### config.mk
export PLATFORM = sky130hd
export DESIGN_NAME = crc_frame_sequencer_flat
export DESIGN_NICKNAME = d
export VERILOG_FILES = /design/src/rtl/crc_frame_sequencer_if.sv /design/src/rtl/crc_frame_sequencer.sv /design/src/flat_wrapper.sv
export SDC_FILE = /design/constraint.sdc
export NUM_CORES = 1
export LEC_CHECK = 0
export CELL_PAD_IN_SITES_DETAIL_PLACEMENT = 2
export CELL_PAD_IN_SITES_GLOBAL_PLACEMENT = 2
export CORE_ASPECT_RATIO = 0.7
export CORE_MARGIN = 2
export CORE_UTILIZATION = 34
export CTS_CLUSTER_DIAMETER = 60
export DETAILED_ROUTE_END_ITERATION = 10
export PLACE_DENSITY = 0.83
export SYNTH_ARGS = -nofsm -noshare
export SYNTH_HDL_FRONTEND = slang
export SYNTH_SLANG_ARGS = --single-unit
### constraint.sdc
create_clock -name clk -period 2.8 [get_ports clk]
set_input_delay 0.56 -clock clk [delete_from_list [all_inputs] [get_ports clk]]
set_output_delay 0.56 -clock clk [all_outputs]
set_load 0.01 [all_outputs]
### src/rtl/crc_frame_sequencer_if.sv
// Byte-stream and result signals between a UART receiver/consumer and crc_frame_sequencer.
// master = traffic source and result consumer, slave = the sequencer.
interface crc_frame_sequencer_if;
  logic [7:0]  rx_data;
  logic        rx_valid;
  logic        abort;
  logic [7:0]  payload_data;
  logic        payload_valid;
  logic        frame_done;
  logic        frame_ok;
  logic        crc_error;
  logic        len_error;
  logic        timeout_error;
  logic        busy;
  logic [15:0] ok_count;
  logic [15:0] err_count;

  modport master (
    output rx_data, rx_valid, abort,
    input  payload_data, payload_valid, frame_done, frame_ok, crc_error,
           len_error, timeout_error, busy, ok_count, err_count
  );

  modport slave (
    input  rx_data, rx_valid, abort,
    output payload_data, payload_valid, frame_done, frame_ok, crc_error,
           len_error, timeout_error, busy, ok_count, err_count
  );
endinterface

### src/rtl/crc_frame_sequencer.sv
// Parses LEN / payload / CRC-8 frames, forwards payload bytes and reports per-frame status.
// Optional inter-byte timeout enabled by defining CRC_TIMEOUT_EN.
module crc_frame_sequencer #(
  parameter int unsigned MAX_LEN        = 16,
  parameter logic [7:0]  POLY           = 8'h07,
  parameter logic [7:0]  INIT           = 8'h00,
  parameter int unsigned TIMEOUT_CYCLES = 1000
) (
  input  logic                   clk,
  input  logic                   reset_n,
  crc_frame_sequencer_if.slave   bus
);

  localparam logic [7:0] MAX_LEN_B = 8'(MAX_LEN);

  typedef enum logic [1:0] {IDLE, PAYLOAD, CRC_WAIT} state_t;

  state_t      r_state, w_state_nxt;
  logic [7:0]  r_crc, w_crc_nxt;
  logic [7:0]  r_cnt, w_cnt_nxt;
  logic [7:0]  r_payload_data, w_pd_nxt;
  logic        r_payload_valid, w_pv_nxt;
  logic        r_frame_done, w_fd_nxt;
  logic        r_frame_ok, w_ok_nxt;
  logic        r_crc_error, w_cerr_nxt;
  logic        r_len_error, w_le_nxt;
  logic [15:0] r_ok_count, w_okc_nxt;
  logic [15:0] r_err_count, w_errc_nxt;
  logic        w_timeout;
  logic        w_match;

  function automatic logic [7:0] byte_crc(input logic [7:0] c_in);
    logic [7:0] c;
    c = c_in;
    for (int unsigned i = 0; i < 8; i++)
      c = c[7] ? ((c << 1) ^ POLY) : (c << 1);
    return c;
  endfunction

`ifdef CRC_TIMEOUT_EN
  localparam int unsigned TW = $clog2(TIMEOUT_CYCLES + 1);
  logic [TW-1:0] r_idle;
  logic          r_timeout_error;

  assign w_timeout = (r_state != IDLE) && !bus.rx_valid && !bus.abort &&
                     (r_idle == TW'(TIMEOUT_CYCLES - 1));

  always_ff @(posedge clk or negedge reset_n) begin
    if (!reset_n) begin
      r_idle          <= '0;
      r_timeout_error <= 1'b0;
    end else begin
      r_timeout_error <= w_timeout;
      if (r_state == IDLE || bus.rx_valid || bus.abort) r_idle <= '0;
      else                                              r_idle <= r_idle + 1'b1;
    end
  end

  assign bus.timeout_error = r_timeout_error;
`else
  assign w_timeout         = 1'b0;
  assign bus.timeout_error = 1'b0;
`endif

  assign w_match = (bus.rx_data == r_crc);

  always_comb begin
    w_state_nxt = r_state;
    w_crc_nxt   = r_crc;
    w_cnt_nxt   = r_cnt;
    w_pd_nxt    = r_payload_data;
    w_pv_nxt    = 1'b0;
    w_fd_nxt    = 1'b0;
    w_ok_nxt    = r_frame_ok;
    w_cerr_nxt  = r_crc_error;
    w_le_nxt    = 1'b0;
    w_okc_nxt   = r_ok_count;
    w_errc_nxt  = r_err_count;
    // abort outranks everything, including a byte arriving in the same cycle
    if (bus.abort) begin
      w_state_nxt = IDLE;
    end else if (w_timeout) begin
      w_state_nxt = IDLE;
      w_errc_nxt  = r_err_count + 16'd1;
    end else if (bus.rx_valid) begin
      unique case (r_state)
        IDLE: begin
          if (bus.rx_data != 8'd0 && bus.rx_data <= MAX_LEN_B) begin
            w_crc_nxt   = byte_crc(INIT ^ bus.rx_data);
            w_cnt_nxt   = bus.rx_data;
            w_state_nxt = PAYLOAD;
          end else begin
            w_le_nxt   = 1'b1;
            w_errc_nxt = r_err_count + 16'd1;
          end
        end
        PAYLOAD: begin
          w_crc_nxt = byte_crc(r_crc ^ bus.rx_data);
          w_cnt_nxt = r_cnt - 8'd1;
          w_pd_nxt  = bus.rx_data;
          w_pv_nxt  = 1'b1;
          if (r_cnt == 8'd1) w_state_nxt = CRC_WAIT;
        end
        CRC_WAIT: begin
          w_fd_nxt    = 1'b1;
          w_ok_nxt    = w_match;
          w_cerr_nxt  = !w_match;
          if (w_match) w_okc_nxt  = r_ok_count + 16'd1;
          else         w_errc_nxt = r_err_count + 16'd1;
          w_state_nxt = IDLE;
        end
        default: w_state_nxt = IDLE;
      endcase
    end
  end

  always_ff @(posedge clk or negedge reset_n) begin
    if (!reset_n) begin
      r_state         <= IDLE;
      r_crc           <= INIT;
      r_cnt           <= '0;
      r_payload_data  <= '0;
      r_payload_valid <= 1'b0;
      r_frame_done    <= 1'b0;
      r_frame_ok      <= 1'b0;
      r_crc_error     <= 1'b0;
      r_len_error     <= 1'b0;
      r_ok_count      <= '0;
      r_err_count     <= '0;
    end else begin
      r_state         <= w_state_nxt;
      r_crc           <= w_crc_nxt;
      r_cnt           <= w_cnt_nxt;
      r_payload_data  <= w_pd_nxt;
      r_payload_valid <= w_pv_nxt;
      r_frame_done    <= w_fd_nxt;
      r_frame_ok      <= w_ok_nxt;
      r_crc_error     <= w_cerr_nxt;
      r_len_error     <= w_le_nxt;
      r_ok_count      <= w_okc_nxt;
      r_err_count     <= w_errc_nxt;
    end
  end

  assign bus.payload_data  = r_payload_data;
  assign bus.payload_valid = r_payload_valid;
  assign bus.frame_done    = r_frame_done;
  assign bus.frame_ok      = r_frame_ok;
  assign bus.crc_error     = r_crc_error;
  assign bus.len_error     = r_len_error;
  assign bus.busy          = (r_state != IDLE);
  assign bus.ok_count      = r_ok_count;
  assign bus.err_count     = r_err_count;

endmodule
### src/flat_wrapper.sv
// flat-port wrapper written by rule: the top's interface ports become plain ports
module crc_frame_sequencer_flat 
#(
  parameter int unsigned MAX_LEN        = 16,
  parameter logic [7:0]  POLY           = 8'h07,
  parameter logic [7:0]  INIT           = 8'h00,
  parameter int unsigned TIMEOUT_CYCLES = 1000
)
  (clk, reset_n, bus_rx_data, bus_rx_valid, bus_abort, bus_payload_data, bus_payload_valid, bus_frame_done, bus_frame_ok, bus_crc_error, bus_len_error, bus_timeout_error, bus_busy, bus_ok_count, bus_err_count);
  crc_frame_sequencer_if bus_i ();
  input  logic clk;
  input  logic reset_n;
  input wire logic [$bits(bus_i.rx_data)-1:0] bus_rx_data;
  input wire logic [$bits(bus_i.rx_valid)-1:0] bus_rx_valid;
  input wire logic [$bits(bus_i.abort)-1:0] bus_abort;
  output wire logic [$bits(bus_i.payload_data)-1:0] bus_payload_data;
  output wire logic [$bits(bus_i.payload_valid)-1:0] bus_payload_valid;
  output wire logic [$bits(bus_i.frame_done)-1:0] bus_frame_done;
  output wire logic [$bits(bus_i.frame_ok)-1:0] bus_frame_ok;
  output wire logic [$bits(bus_i.crc_error)-1:0] bus_crc_error;
  output wire logic [$bits(bus_i.len_error)-1:0] bus_len_error;
  output wire logic [$bits(bus_i.timeout_error)-1:0] bus_timeout_error;
  output wire logic [$bits(bus_i.busy)-1:0] bus_busy;
  output wire logic [$bits(bus_i.ok_count)-1:0] bus_ok_count;
  output wire logic [$bits(bus_i.err_count)-1:0] bus_err_count;
  assign bus_i.rx_data = bus_rx_data;
  assign bus_i.rx_valid = bus_rx_valid;
  assign bus_i.abort = bus_abort;
  assign bus_payload_data = bus_i.payload_data;
  assign bus_payload_valid = bus_i.payload_valid;
  assign bus_frame_done = bus_i.frame_done;
  assign bus_frame_ok = bus_i.frame_ok;
  assign bus_crc_error = bus_i.crc_error;
  assign bus_len_error = bus_i.len_error;
  assign bus_timeout_error = bus_i.timeout_error;
  assign bus_busy = bus_i.busy;
  assign bus_ok_count = bus_i.ok_count;
  assign bus_err_count = bus_i.err_count;
  crc_frame_sequencer #(.MAX_LEN(MAX_LEN), .POLY(POLY), .INIT(INIT), .TIMEOUT_CYCLES(TIMEOUT_CYCLES)) u_core (.clk(clk), .reset_n(reset_n), .bus(bus_i));
endmodule
==> results.py, run 1 <==
metrics = {
    "outcome": {
        "status": "finished, final reports clean",
    },
    "power_and_ir_drop": {
        "p_leak_nw": 2.06,
        "peakVddDrop_v": 0.000432,
        "pwr_density_cell_mw_per_mm2": 795,
    },
    "grt": {
        "grt_max_degree": 64,
        "grt_overflow_total": 0,
        "antenna_found_initial": 0,
        "grtUsageTotal_pct": 21.7,
        "grt_pass1_vias": 3459,
        "grt_pass1_wl_mm": 19.3,
    },
    "final_layout": {
        "n_antenna_cell": 0,
        "final_common_cell": "dfrtp_1",
        "nFillCells": 1066,
        "syn2layout_area_growth_pct": 32.8,
        "drive_above_1_share_pct": 14.3,
        "nets": 461,
        "mostFrequentLayoutCells": "dfrtp_1 (63), clkdlybuf4s50_1 (56), xnor2_1 (42)",
        "stdcell_area_mm2": 0.00482,
    },
    "logic_synthesis": {
        "syn_nets": 387,
        "ys_seq_elements": 63,
        "synth_cell_types": 58,
        "synth_enable_flop_cells": 0,
        "syn_area_per_cell_um2": 9.99,
        "synthFlopType": "dfrtp_1",
        "synthCells": 363,
        "synthArstFlopShare_pct": 100,
        "yosysSeqAreaShare_pct": 43.5,
        "synth.cell_area_mm2": 0.00363,
        "yosysWarningCount": 0,
    },
    "critical_path": {
        "rr_endpoint": "u_core.bus.err_count[5]",
        "worstPathMaxFanout": 7,
        "endpoint": "u_core.r_crc[2]",
        "startpoint": "bus_rx_data[7]",
        "r2r_setup_slack_ns": 0.51,
        "reg2regPathDepth": 7,
        "end_kind": "register",
        "cp-start-kind": "input port",
        "max_stage_delay_ns": 0.54,
        "arrival_ns": 2.85,
        "slowest_stage": "clkdlybuf4s50_1",
        "reg2reg_from": "u_core.r_crc[2]",
        "critPathKind": "in -> reg",
        "crit_chain": "clkdlybuf4s50_1, inv_1, ha_1, nand2_1, mux2_4, buf_4, a311oi_4, o21ai_0, a221oi_1",
        "required_ns": 3.03,
    },
    "cts": {
        "cts_tree": "yes",
        "cts_root_buf": "clkbuf_16",
        "clk_pin_slew_ns": 0.06,
        "numCtsBuffers": 9,
        "cts.sinks": 63,
        "h-tree-depth": 3,
        "cts_setup_buffers": 0,
        "post_cts_resized": 0,
        "clk_latency_ns": 0.34,
        "cts_hold_buf": 0,
        "clock_path_buffers": 2,
    },
    "timing": {
        "max-slew-margin-rel_pct": 51.0,
        "setup_viol": 0,
        "fmax_mhz": 381,
        "worst_pin_slew_ns": 0.728,
        "finalMaxSlewViolations": 0,
        "hold_viol_final": 0,
        "min_period_ns": 2.62,
        "timing.final.crit_share_pct": 93.7,
        "rsz0062_at_grt": "no",
        "finClkSkew_ns": 0.00598,
        "setup_tns_ns": 0,
    },
    "route": {
        "avgRoutedWirePerCell_um": 20.2,
        "antenna_left": 0,
        "vias_per_cell": 5.32,
        "vias": 3053,
        "post-route-drc-count": 0,
        "dr.pass1.iters": 4,
        "dr.first_iter.drc_count": 89,
        "wl_mm": 11.6,
    },
    "floorplan": {
        "initial_core_util_pct": 35.0,
        "die_width_um": 127,
        "die-area_mm2": 0.0115,
        "core.rowCount": 31,
        "die_h_um": 90.4,
        "core_mm2": 0.0104,
        "io_pins": 59,
    },
    "placed_design": {
        "io_buffers": 57,
        "dpl.hpwl_mm": 8.25,
        "placed_area_mm2": 0.00448,
        "gp_congestion": 0.807,
    },
    "hold_path": {
        "worstHoldPathType": "in -> async",
    },
    "flow_run": {
        "maxCapViolCount": 0,
    },
}
critical path: cells and delay by family:
kind	cells	cell delay (ns)
simple gates	1	0.06
compound gates	3	0.86
fa+ha+maj	1	0.21
buf+inv	3	0.89
mux	1	0.27
cell type report:
class | count | area [um^2] | share of cell area [%]
Clock buffer | 10 | 229 | 4.75
Clock inverter | 6 | 109 | 2.26
Inverter | 14 | 52.6 | 1.09
Multi-Input combinational cell | 264 | 1880 | 39.1
Sequential cell | 63 | 1580 | 32.7
Tap cell | 132 | 165 | 3.43
Timing Repair Buffer | 85 | 801 | 16.6
worst min-delay path by stage:
stage	startpoint	end	slack, ns	depth (start not counted)
detailed placement	u_core.bus.ok_count[15]	u_core.bus.ok_count[15]	0.47	1
global route	reset_n	u_core.r_cnt[3]	0.25	2
finish	reset_n	u_core.r_cnt[6]	0.22	2
global placement	u_core.bus.err_count[15]	u_core.bus.err_count[15]	0.46	1
CTS	reset_n	u_core.r_cnt[6]	0.25	2
floorplan	reset_n	u_core.bus.crc_error	0.26	0
per-stage QoR:
stage / util [%] / cells / total power [mW] / setup slack [ns] / hold WS [ns]
after floorplan: - / 363 / 2.04 / 0.590 / 0.264
after global placement: 43.2 / 558 / 2.42 / 0.0121 / 0.464
after detailed placement: 43.2 / 558 / 2.53 / -0.178 / 0.473
after CTS: 46.5 / 574 / 3.87 / 0.172 / 0.248
after global routing: 46.5 / 574 / 4.04 / 0.0134 / 0.248
final: 46.5 / 574 / 3.83 / 0.177 / 0.218
where the power goes:
| group | internal, mW | total [mW] | switching (mW) |
|---|---|---|---|
| clock | 0.868 | 1.29 | 0.423 |
| sequential | 1.09 | 1.35 | 0.259 |
| combinational | 0.608 | 1.19 | 0.584 |
| total | 2.57 | 3.83 | 1.27 |
kinds of logic after synthesis:
logic type | count (synthesis) | share of synthesized area, %
other | 1 | 0.103
AND/OR/NAND/NOR | 121 | 17.4
AO/OA/AOI/OAI | 56 | 11.2
adder cells (fa/ha/maj) | 12 | 4.14
multiplexers | 12 | 3.76
flip-flops | 63 | 43.5
XOR/XNOR | 62 | 15.4
buffers and inverters | 36 | 4.59
cell usage after synthesis, drive strengths merged (3+ instances only):
cell type  count  area, um^2
a22oi          3        22.5
and3           5        31.3
a32oi          4        35.0
o311ai         3        26.3
mux2          10         116
dfrtp         63        1580
nor2          24        97.6
o21ai         14        70.1
nand4          7        50.1
clkbuf        12        47.6
and4           3        26.3
nand2         29         109
nand2b         3        18.8
buf           10        66.3
nor4           6        43.8
ha            12         150
inv           14        52.6
nor3b          3        27.5
xnor2         42         368
a21oi         11        58.8
nor3          15        75.1
nand3         17        85.1
xor2          19         166
metal layers:
metal,track usage (%),vias to the layer above,part of all wire (%)
met4,5.31,0,1.2
met1,29.0,1560,48
met2,36.2,64,48
met3,4.38,11,3.3
li1,-,1418,-
met5,0,-,0
registers in the layout, summed over array words and instances, names as in the netlist:
register and flops:
u_core.bus.err_count 16, u_core.bus.ok_count 16, u_core.bus.crc_error 1, u_core.bus.len_error 1, u_core.r_state 2, u_core.bus.payload_data 8
u_core.bus.payload_valid 1, u_core.bus.frame_ok 1, u_core.r_crc 8, u_core.bus.frame_done 1, u_core.r_cnt 8
No activity file was read; power rests on OpenSTA's default activity.
==> inputs of run 2 (changes only) <==
--- a/config.mk
+++ b/config.mk
@@ -16,3 +16,4 @@
 export SYNTH_ARGS = -nofsm -noshare
 export SYNTH_HDL_FRONTEND = slang
 export SYNTH_SLANG_ARGS = --single-unit
+export TNS_END_PERCENT = 100
==> results of run 2 <==
Final layout, timing and power as in run 1 (identical DEF).
